==> src/rtl/rv32i_types.sv <==
// Shared types for the BTB prediction / resolution path.
package rv32i_types;

  typedef logic [31:0] rv32i_word;

  // One instruction's BTB prediction, carried down the pipe beside the instruction
  typedef struct packed {
    logic      valid;
    logic      hit;
    rv32i_word target;
  } btb_pred_t;

  typedef enum logic [2:0] {
    MP_NONE,
    MP_MISS_TAKEN,
    MP_WRONG_TGT,
    MP_NOT_TAKEN,
    MP_ALIAS
  } mispredict_t;

  typedef enum logic {
    BRU_RUN,
    BRU_HOLD
  } bru_state_t;

  // Compare what fetch assumed with what EX resolved
  function automatic mispredict_t classify(input logic is_ctrl, input logic taken,
                                           input logic hit, input rv32i_word pred,
                                           input rv32i_word target);
    if (is_ctrl && taken && !hit)           return MP_MISS_TAKEN;
    if (is_ctrl && taken && pred != target) return MP_WRONG_TGT;
    if (is_ctrl && !taken && hit)           return MP_NOT_TAKEN;
    if (!is_ctrl && hit)                    return MP_ALIAS;
    return MP_NONE;
  endfunction

endpackage

==> src/rtl/pred_shadow_reg.sv <==
// One pipeline stage of shadow prediction state; clear wins over load.
module pred_shadow_reg
  import rv32i_types::*;
(
  input  logic      clk,
  input  logic      rst,
  input  logic      load,
  input  logic      clear,
  input  btb_pred_t d,
  output btb_pred_t q
);

  // Capture on advance, drop on flush, hold otherwise
  always_ff @(posedge clk or posedge rst) begin
    if (rst)        q <= '0;
    else if (clear) q <= '0;
    else if (load)  q <= d;
  end

endmodule

==> src/rtl/branch_resolve_unit.sv <==
// EX-stage resolution of BTB predictions: redirect/flush, BTB write-back, perf counters.
module branch_resolve_unit
  import rv32i_types::*;
#(
  parameter int CNT_W = 32
) (
  input  logic             clk,
  input  logic             rst,
  input  logic             stall,
  input  logic             IF_valid,
  input  logic             IF_btb_hit,
  input  logic [31:0]      IF_predicted_pc,
  input  logic             EX_valid,
  input  logic             EX_is_ctrl,
  input  logic             EX_taken,
  input  logic [31:0]      EX_pc,
  input  logic [31:0]      EX_target,
  output logic             btb_load,
  output logic [31:0]      btb_wr_pc,
  output logic [31:0]      btb_wr_target,
  output logic             redirect,
  output logic [31:0]      redirect_pc,
  output logic             flush,
  output logic [CNT_W-1:0] ctrl_count,
  output logic [CNT_W-1:0] mispredict_count
);

  btb_pred_t   if_pred, id_pred, ex_pred;
  bru_state_t  state, state_nxt;
  mispredict_t mp_kind;

  logic      cand, miss, need_load, latch_hold;
  logic      inc_ctrl, inc_mp;
  rv32i_word fix_pc;

  // Mispredict parked while the pipe is frozen; replayed when the stall drops
  rv32i_word hold_pc, hold_wr_pc, hold_wr_tgt;
  logic      hold_load, hold_ctrl;

  assign if_pred = '{valid: IF_valid, hit: IF_btb_hit, target: IF_predicted_pc};

  pred_shadow_reg u_id_shadow (
    .clk(clk), .rst(rst), .load(!stall), .clear(flush), .d(if_pred), .q(id_pred)
  );

  pred_shadow_reg u_ex_shadow (
    .clk(clk), .rst(rst), .load(!stall), .clear(flush), .d(id_pred), .q(ex_pred)
  );

  // Classification of the instruction currently in EX
  always_comb begin
    cand      = EX_valid && ex_pred.valid && (state == BRU_RUN);
    mp_kind   = classify(EX_is_ctrl, EX_taken, ex_pred.hit, ex_pred.target, EX_target);
    miss      = cand && (mp_kind != MP_NONE);
    need_load = (mp_kind == MP_MISS_TAKEN) || (mp_kind == MP_WRONG_TGT);
    fix_pc    = need_load ? EX_target : EX_pc + 32'd4;
  end

  // Next state and outputs; the HOLD exit cycle carries the deferred BTB write and counts
  always_comb begin
    state_nxt     = state;
    redirect      = 1'b0;
    flush         = 1'b0;
    redirect_pc   = '0;
    btb_load      = 1'b0;
    btb_wr_pc     = '0;
    btb_wr_target = '0;
    inc_ctrl      = 1'b0;
    inc_mp        = 1'b0;
    latch_hold    = 1'b0;
    case (state)
      BRU_RUN: begin
        if (miss) begin
          redirect    = 1'b1;
          flush       = 1'b1;
          redirect_pc = fix_pc;
        end
        if (cand && !stall) begin
          inc_ctrl = EX_is_ctrl;
          inc_mp   = miss;
          if (miss && need_load) begin
            btb_load      = 1'b1;
            btb_wr_pc     = EX_pc;
            btb_wr_target = EX_target;
          end
        end else if (miss && stall) begin
          state_nxt  = BRU_HOLD;
          latch_hold = 1'b1;
        end
      end
      BRU_HOLD: begin
        redirect    = 1'b1;
        flush       = 1'b1;
        redirect_pc = hold_pc;
        if (!stall) begin
          state_nxt = BRU_RUN;
          inc_ctrl  = hold_ctrl;
          inc_mp    = 1'b1;
          if (hold_load) begin
            btb_load      = 1'b1;
            btb_wr_pc     = hold_wr_pc;
            btb_wr_target = hold_wr_tgt;
          end
        end
      end
      default: state_nxt = BRU_RUN;
    endcase
  end

  // State register
  always_ff @(posedge clk or posedge rst) begin
    if (rst) state <= BRU_RUN;
    else     state <= state_nxt;
  end

  // Snapshot of the mispredict that hit a stall
  always_ff @(posedge clk or posedge rst) begin
    if (rst) begin
      hold_pc     <= '0;
      hold_wr_pc  <= '0;
      hold_wr_tgt <= '0;
      hold_load   <= 1'b0;
      hold_ctrl   <= 1'b0;
    end else if (latch_hold) begin
      hold_pc     <= fix_pc;
      hold_wr_pc  <= EX_pc;
      hold_wr_tgt <= EX_target;
      hold_load   <= need_load;
      hold_ctrl   <= EX_is_ctrl;
    end
  end

  // Saturating perf counters
  always_ff @(posedge clk or posedge rst) begin
    if (rst) begin
      ctrl_count       <= '0;
      mispredict_count <= '0;
    end else begin
      if (inc_ctrl && ctrl_count != {CNT_W{1'b1}})
        ctrl_count <= ctrl_count + 1'b1;
      if (inc_mp && mispredict_count != {CNT_W{1'b1}})
        mispredict_count <= mispredict_count + 1'b1;
    end
  end

endmodule

==> config.mk <==
export PLATFORM = sky130hd
export DESIGN_NAME = branch_resolve_unit
export DESIGN_NICKNAME = d
export VERILOG_FILES = /design/src/rtl/rv32i_types.sv /design/src/rtl/pred_shadow_reg.sv /design/src/rtl/branch_resolve_unit.sv
export SDC_FILE = /design/constraint.sdc
export NUM_CORES = 1
export LEC_CHECK = 0
export ABC_AREA = 0
export BUFFER_PORTS_ARGS = -buffer_cell sky130_fd_sc_hd__buf_2
export CAP_MARGIN = 10
export CORE_AREA = 5 5 159 161
export CTS_CLUSTER_SIZE = 25
export DETAILED_ROUTE_END_ITERATION = 8
export DIE_AREA = 0 0 164 166
export GPL_TIMING_DRIVEN = 0
export PLACE_DENSITY = 0.74
export SLEW_MARGIN = 20
export SYNTH_ARGS = -nofsm -noshare
export SYNTH_HDL_FRONTEND = slang
export SYNTH_SLANG_ARGS = --single-unit
==> constraint.sdc <==
create_clock -name clk -period 12.99 [get_ports clk]
set_clock_uncertainty 0.15 [all_clocks]
set_input_delay 1.9485 -clock clk [delete_from_list [all_inputs] [get_ports clk]]
set_output_delay 1.9485 -clock clk [all_outputs]
set_load 0.01 [all_outputs]
==> metrics.txt, run 1 <==
status=finished clean; setup_tns=0 ns; peak supply drop=0.1215 mV; layout cells sized above 1=29.70%; area of the die=27,220 µm²; Final nets=1,475; global placement routability congestion=0.8957; GRT Total Usage=24.75%; sequential share of the synthesized area=49.40%; Final period util=48.49%; worst relative slew slack=48.89%; CP arrival=4.20 ns; CTS clock-pin slew for the worst setup and hold paths=0.06 ns; synth-to-layout area growth=22.56%; Synth async-reset ratio=100.0%; number of port buffers=266; clk root buf=clkbuf_16; Fmax=158.8 MHz; total grt overflow=0; Die Ht=166 µm; Rows=57; CP Depth=9; CP cell instances=buf_2 > xor2_1 > nor4_1 > and4_4 > nor3_1 > clkbuf_1 > a22oi_1 > o21ai_0 > buf_2; final instance area=14,340 µm²; hold path depth=1; CP Max Fanout=10; Post-Synthesis Cells=1,072; CP Launch Type=primary input; first-pass GRT wire length=54,350 µm; largest net degree at the start of global routing=105; critical path's top delay family=buffers and inverters; average size of a mapped cell=10.92 µm²; post-layout minimum cycle time=6.299 ns; hold_buf cts=0; I/O pins=267; Post-synth EDFFs=0; library cells used by synthesis=52; Finished Core Util=60.21%; Final Hold Vio Count=0; Sink Count=231; Vias/cell=5.626; final routed DRC violation total=0; placed cells=1,664; critical path's slowest cell=nor3_1; Cell Area, Synth=11,700 µm²; pwr dens=168.7 nW/µm²; DP HPWL=25,420 µm; post-detailed-route count of antenna-violating nets=0; # H-tree levels=1; CP Data Required Time=10.89 ns; Routed WL=33,960 µm; final setup fails=0; Post-synth top flop=dfrtp_1; RSZ-0062 raised after global routing=no; clock latency on the worst-skew pair=0.52 ns; maxcap violations=0; Leakage=7.054 nW; FF-to-FF path depth=9; Initial Util=49.13%; worst slew pin tran=0.7666 ns; post-route insts no fill=1,712; Synth Net Count=1,179; CP Buf/Inv Count=3; CTS Buf Count=26; Synth Register Bits=231; die width=164 µm; vias in the first global route=9,798; core area=23,820 µm²; drt wl/cell=19.83 µm; total number of vias=9,631; Longest Clk Path Bufs=3; TritonCTS clock tree=done; critical path endpoint category=output pin; synth warn=0; first-pass detailed-route iteration total=5; max-slew violations=0; Top cell by count, worst path=buf_2; initial antenna violation count=4; Hold Path Class=reg -> reg; setup bufs post-CTS=0; Placed Area=13,500 µm²; number of DRC markers in iteration 0=736; WS Path Type=in -> out; # resized after CTS=0; slowest stage delay, CP=0.53 ns
## cell usage in the layout (no fill, tap or decap), types with 27 or more instances in the layout
cell | netlist | layout
nor2_1 | 146 | 146
a22o_1 | 64 | 64
nand2_1 | 69 | 69
buf_2 | 17 | 283
a221o_1 | 50 | 50
dfrtp_1 | 231 | 231
nand3_1 | 39 | 39
nand4_1 | 40 | 40
mux2_2 | 55 | 55
clkbuf_16 | 0 | 27
xor2_1 | 35 | 35
clkbuf_1 | 35 | 41
xnor2_1 | 86 | 86
mux2i_1 | 68 | 68
## synth_stat cells (5+ instances only)
library cell / instances / area (µm²)
a221o_1: 50 / 500.5
a22o_1: 64 / 560.5
and2_1: 9 / 56.30
and3_1: 13 / 81.33
buf_2: 17 / 85.08
buf_4: 8 / 60.06
clkbuf_1: 35 / 131.4
dfrtp_1: 231 / 5781
inv_1: 17 / 63.81
mux2_2: 55 / 619.3
mux2i_1: 68 / 680.7
nand2_1: 69 / 259.0
nand3_1: 39 / 195.2
nand4_1: 40 / 250.2
nor2_1: 146 / 548.0
nor3_1: 10 / 50.05
nor3_2: 5 / 50.05
o211ai_1: 7 / 52.55
o21ai_0: 10 / 50.05
xnor2_1: 86 / 753.2
xor2_1: 35 / 306.5
## state kept, by name (all words and copies together), names as in the netlist
| name | count |
|---|---|
| hold_pc | 32 |
| ctrl_count | 32 |
| hold_wr_tgt | 32 |
| hold_load | 1 |
| hold_ctrl | 1 |
| u_id_shadow.q | 34 |
| hold_wr_pc | 32 |
| mispredict_count | 32 |
| state | 1 |
| u_ex_shadow.q | 34 |
## area by class of cell
cell class                      count  area [µm²]
Sequential cell                   231        5781
Clock buffer                       39       780.7
Antenna cell                        4       10.01
Tap cell                          324       405.4
Timing Repair Buffer              268        1386
Clock inverter                      5       50.05
Inverter                           18       75.07
Fill cell                        2034        9478
Buffer                             63       310.3
Multi-Input combinational cell    760        5544
## path summary, 6_finish.rpt
check	from	endpoint	slack, ns
setup reg to reg	u_ex_shadow.q[26]	hold_wr_tgt[2]	10.33
hold / removal	hold_load	hold_load	0.33
max in group asynchronous	rst	hold_wr_pc[27]	10.20
hold reg to reg	hold_load	hold_load	0.33
min in group asynchronous	rst	ctrl_count[30]	1.29
setup / recovery	EX_target[6]	redirect_pc[30]	6.69
## through the flow
stage / hold slack (ns) / worst slack (ns) / power, mW
after floorplan: 0.2919 / 4.559 / 1.499
after global placement: 0.3027 / 1.908 / 1.685
final: 0.3333 / 6.691 / 2.420
after global routing: 0.3486 / 6.593 / 2.563
after detailed placement: 0.3202 / 6.732 / 1.717
after CTS: 0.3342 / 6.728 / 2.439
## per-layer routing
layer / global-route usage, % / vias up / wire [µm]
met4: 9.883 / 2 / 1336
met5: 0 / - / 13
met1: 34.56 / 4749 / 14720
met2: 39.51 / 336 / 15920
li1: - / 4470 / -
met3: 2.879 / 74 / 1966
## where the power goes
part / total [mW] / switching, mW / internal, mW
combinational: 0.584 / 0.297 / 0.287
sequential: 1.12 / 0.162 / 0.962
clock: 0.712 / 0.282 / 0.430
total: 2.42 / 0.740 / 1.68
## cells by family after synthesis
logic type	share of synthesized area [%]
DFF	49.40
adders and majority gates	0.3208
muxes	11.40
AOI/OAI and AO/OA	11.42
buffers and inverters	3.229
xor gates and xnor gates	9.056
and+or+nand+nor	15.18
No activity file was read; power rests on OpenSTA's default activity.
==> run 2, diff against run 1 <==
Settings changed: ABC_AREA 0 to 1, CORE_AREA 5 5 159 161 to 5 5 171 173, DIE_AREA 0 0 164 166 to 0 0 176 178, PLACE_DENSITY 0.74 to 0.72.
Clock period 12.99 ns to 6 ns, I/O delays scaled along.
==> run 2 against run 1 <==
Compared with the run above: utilization decreased by 0.95 points; count of clock-buffer cells in the layout decreased by 6; non-clock buffer count increased by 24; first-iteration DRC count increased by 34%; power increased by 110%; final area increased by 14%; critical endpoint is now redirect_pc[21]; highest routed layer unchanged.
==> metrics.txt, run 2 <==
status=finished clean; reg2reg end=ctrl_count[26]; Sink Count=231; Die Ht=178 µm; final setup fails=0; CTS clock-pin slew for the worst setup and hold paths=0.06 ns; CP Max Fanout=10; overall power=5.063 mW; Final nets=2,213; power share of the clock group=33.6%; count leader, synth=nand2_1; Rows=61; clock latency on the worst-skew pair=0.54 ns; Final WS setup=1.790 ns; Routed WL=44,590 µm; I/O pins=267; Final period util=70.17%; critical path endpoint category=output pin; CP Launch Type=primary input; Longest Clk Path Bufs=3; R2R setup slack=3.58 ns; top cells by count, synth=561 x nand2_1, 231 x dfrtp_1, 229 x inv_1; Synth async-reset ratio=100.0%; total grt overflow=0; WS Path Type=in -> out; largest net degree at the start of global routing=33; Fmax=237.5 MHz; worst slew pin tran=0.7768 ns; Finished Core Util=59.26%; Synth Register Bits=231; hold_buf cts=0; FF-to-FF path depth=11; # resized after CTS=0; worst relative slew slack=48.21%; area of the die=31,330 µm²; number of DRC markers in iteration 0=986; post-detailed-route count of antenna-violating nets=0; Switching Fraction=31.44%; first-pass GRT wire length=70,230 µm; first-pass detailed-route iteration total=5; layout cells sized above 1=22.30%; largest registers=u_ex_shadow.q (34), u_id_shadow.q (34); Worst setup endpoint=redirect_pc[21]; average size of a mapped cell=7.449 µm²; Initial Util=49.02%; CP Data Required Time=4.95 ns; post-layout minimum cycle time=4.210 ns; Synth Net Count=1,915; setup_tns=0 ns; initial antenna violation count=11; Cell Area, Synth=13,470 µm²; CP Launch Point=EX_target[19]; Synth area leader=dfrtp_1; most frequent cells in the layout=561 x nand2_1, 278 x buf_2, 231 x dfrtp_1, 228 x inv_1, 132 x nor2_1; sequential share of the synthesized area=42.92%; total number of vias=13,254; Post-Synthesis Cells=1,808; TritonCTS clock tree=done; max-slew violations=0; drt wl/cell=18.03 µm; CTS Buf Count=26; RSZ-0062 raised after global routing=no; vias in the first global route=13,241; dpl ws=1.834 ns; CP arrival=3.16 ns; Reg power frac=42.8%; maxcap violations=0; GRT Total Usage=28.06%; die width=176 µm; FF-to-FF Start=state; number of port buffers=263; pwr dens=311.0 nW/µm²; Post-synth top flop=dfrtp_1; Post-synth EDFFs=0; synth-to-layout area growth=20.89%; post-synth top area share=42.92%; global placement routability congestion=0.9700; synth warn=0; library cells used by synthesis=34; DP HPWL=35,110 µm; Switch Pwr=1.592 mW; peak supply drop=0.3554 mV; internal power=3.471 mW; commonest non-fill, non-tap cell in the layout=nand2_1; setup bufs post-CTS=0; # H-tree levels=1; final routed DRC violation total=0; Vias/cell=5.359; Hold Path Class=in -> async; Final Hold Vio Count=0; Leakage=8.437 nW; logic gate share of total power=23.7%; clk root buf=clkbuf_16; core area=27,480 µm²; synth top area cells=dfrtp_1 43%, nand2_1 16%, inv_1 6.4%
-- run 2: cell count changes after synthesis, moves of 64 or more --
cell     before  now
nand2_1      69  561
inv_1        17  229
o21ai_0      10  125
mux2i_1      68    0
xnor2_1      86   21
a22o_1       64    0
-- run 2: worst min path at each step --
stage,slack [ns],end,cells after the start
4_1_cts,0.35,u_id_shadow.q[9],2
5_1_grt,0.38,hold_wr_tgt[4],2
3_3_place_gp,0.33,hold_load,2
3_5_place_dp,0.35,hold_ctrl,2
2_1_floorplan,0.31,hold_ctrl,2
6_report,0.35,u_id_shadow.q[12],2
-- run 2: power groups by stage --
stage          Clock (mW)  Combinational [mW]  Sequential (mW)
2_1_floorplan           0               0.847             2.16
3_3_place_gp            0                1.14             2.18
3_5_place_dp            0                1.19             2.19
4_1_cts              1.72                1.20             2.16
5_1_grt              1.79                1.35             2.21
6_report             1.70                1.20             2.16
-- run 2: cell families after synthesis --
logic type	synth area share [%]
AO/OA/AOI/OAI	14.12
XOR/XNOR	4.617
adder cells (fa/ha/maj)	0.2787
buffers and inverters	11.09
flip-flops	42.92
AND/OR/NAND/NOR	26.97
-- run 2: cell type report --
class                   instances  area [µm²]
diodes                          1       2.502
plain buffers                  85       596.8
clock buffers                  33       758.2
clock inverters                15       160.2
fillers                      2625       11190
inverters                     239       900.9
multi-input cells            1253        6193
flip-flops and latches        231        5781
well taps                     346       432.9
repair buffers                270        1456
-- run 2: critical path, stage by stage --
cell and delay (ns):
buf_2 0.13, inv_1 0.11, nand2_1 0.14, nand4_1 0.15, nor2_1 0.06, nand2_1 0.09
nor2_1 0.05, nand2_1 0.09, nand2_4 0.08, inv_2 0.13, clkbuf_1 0.61, nand2_1 0.10
nand2_1 0.12, nand2_1 0.05, o21ai_0 0.14, buf_2 0.20
-- run 2: routing by layer --
metal / wire length [µm] / vias to the layer above / global-route usage, %
met2: 21240 / 499 / 47.58
li1: - / 6388 / -
met4: 2208 / 20 / 11.99
met3: 2911 / 139 / 5.362
met1: 18100 / 6208 / 35.31
met5: 133 / - / 0
-- run 2: through the flow --
stage               hold slack [ns]  instance area, µm²  cells
finish                       0.3512               16280   2473
global route                 0.3812               16280   2472
CTS                          0.3512               16280   2472
detailed placement           0.3476               15360   2424
global placement             0.3251               15220   2417
floorplan                    0.3147               13470   1808
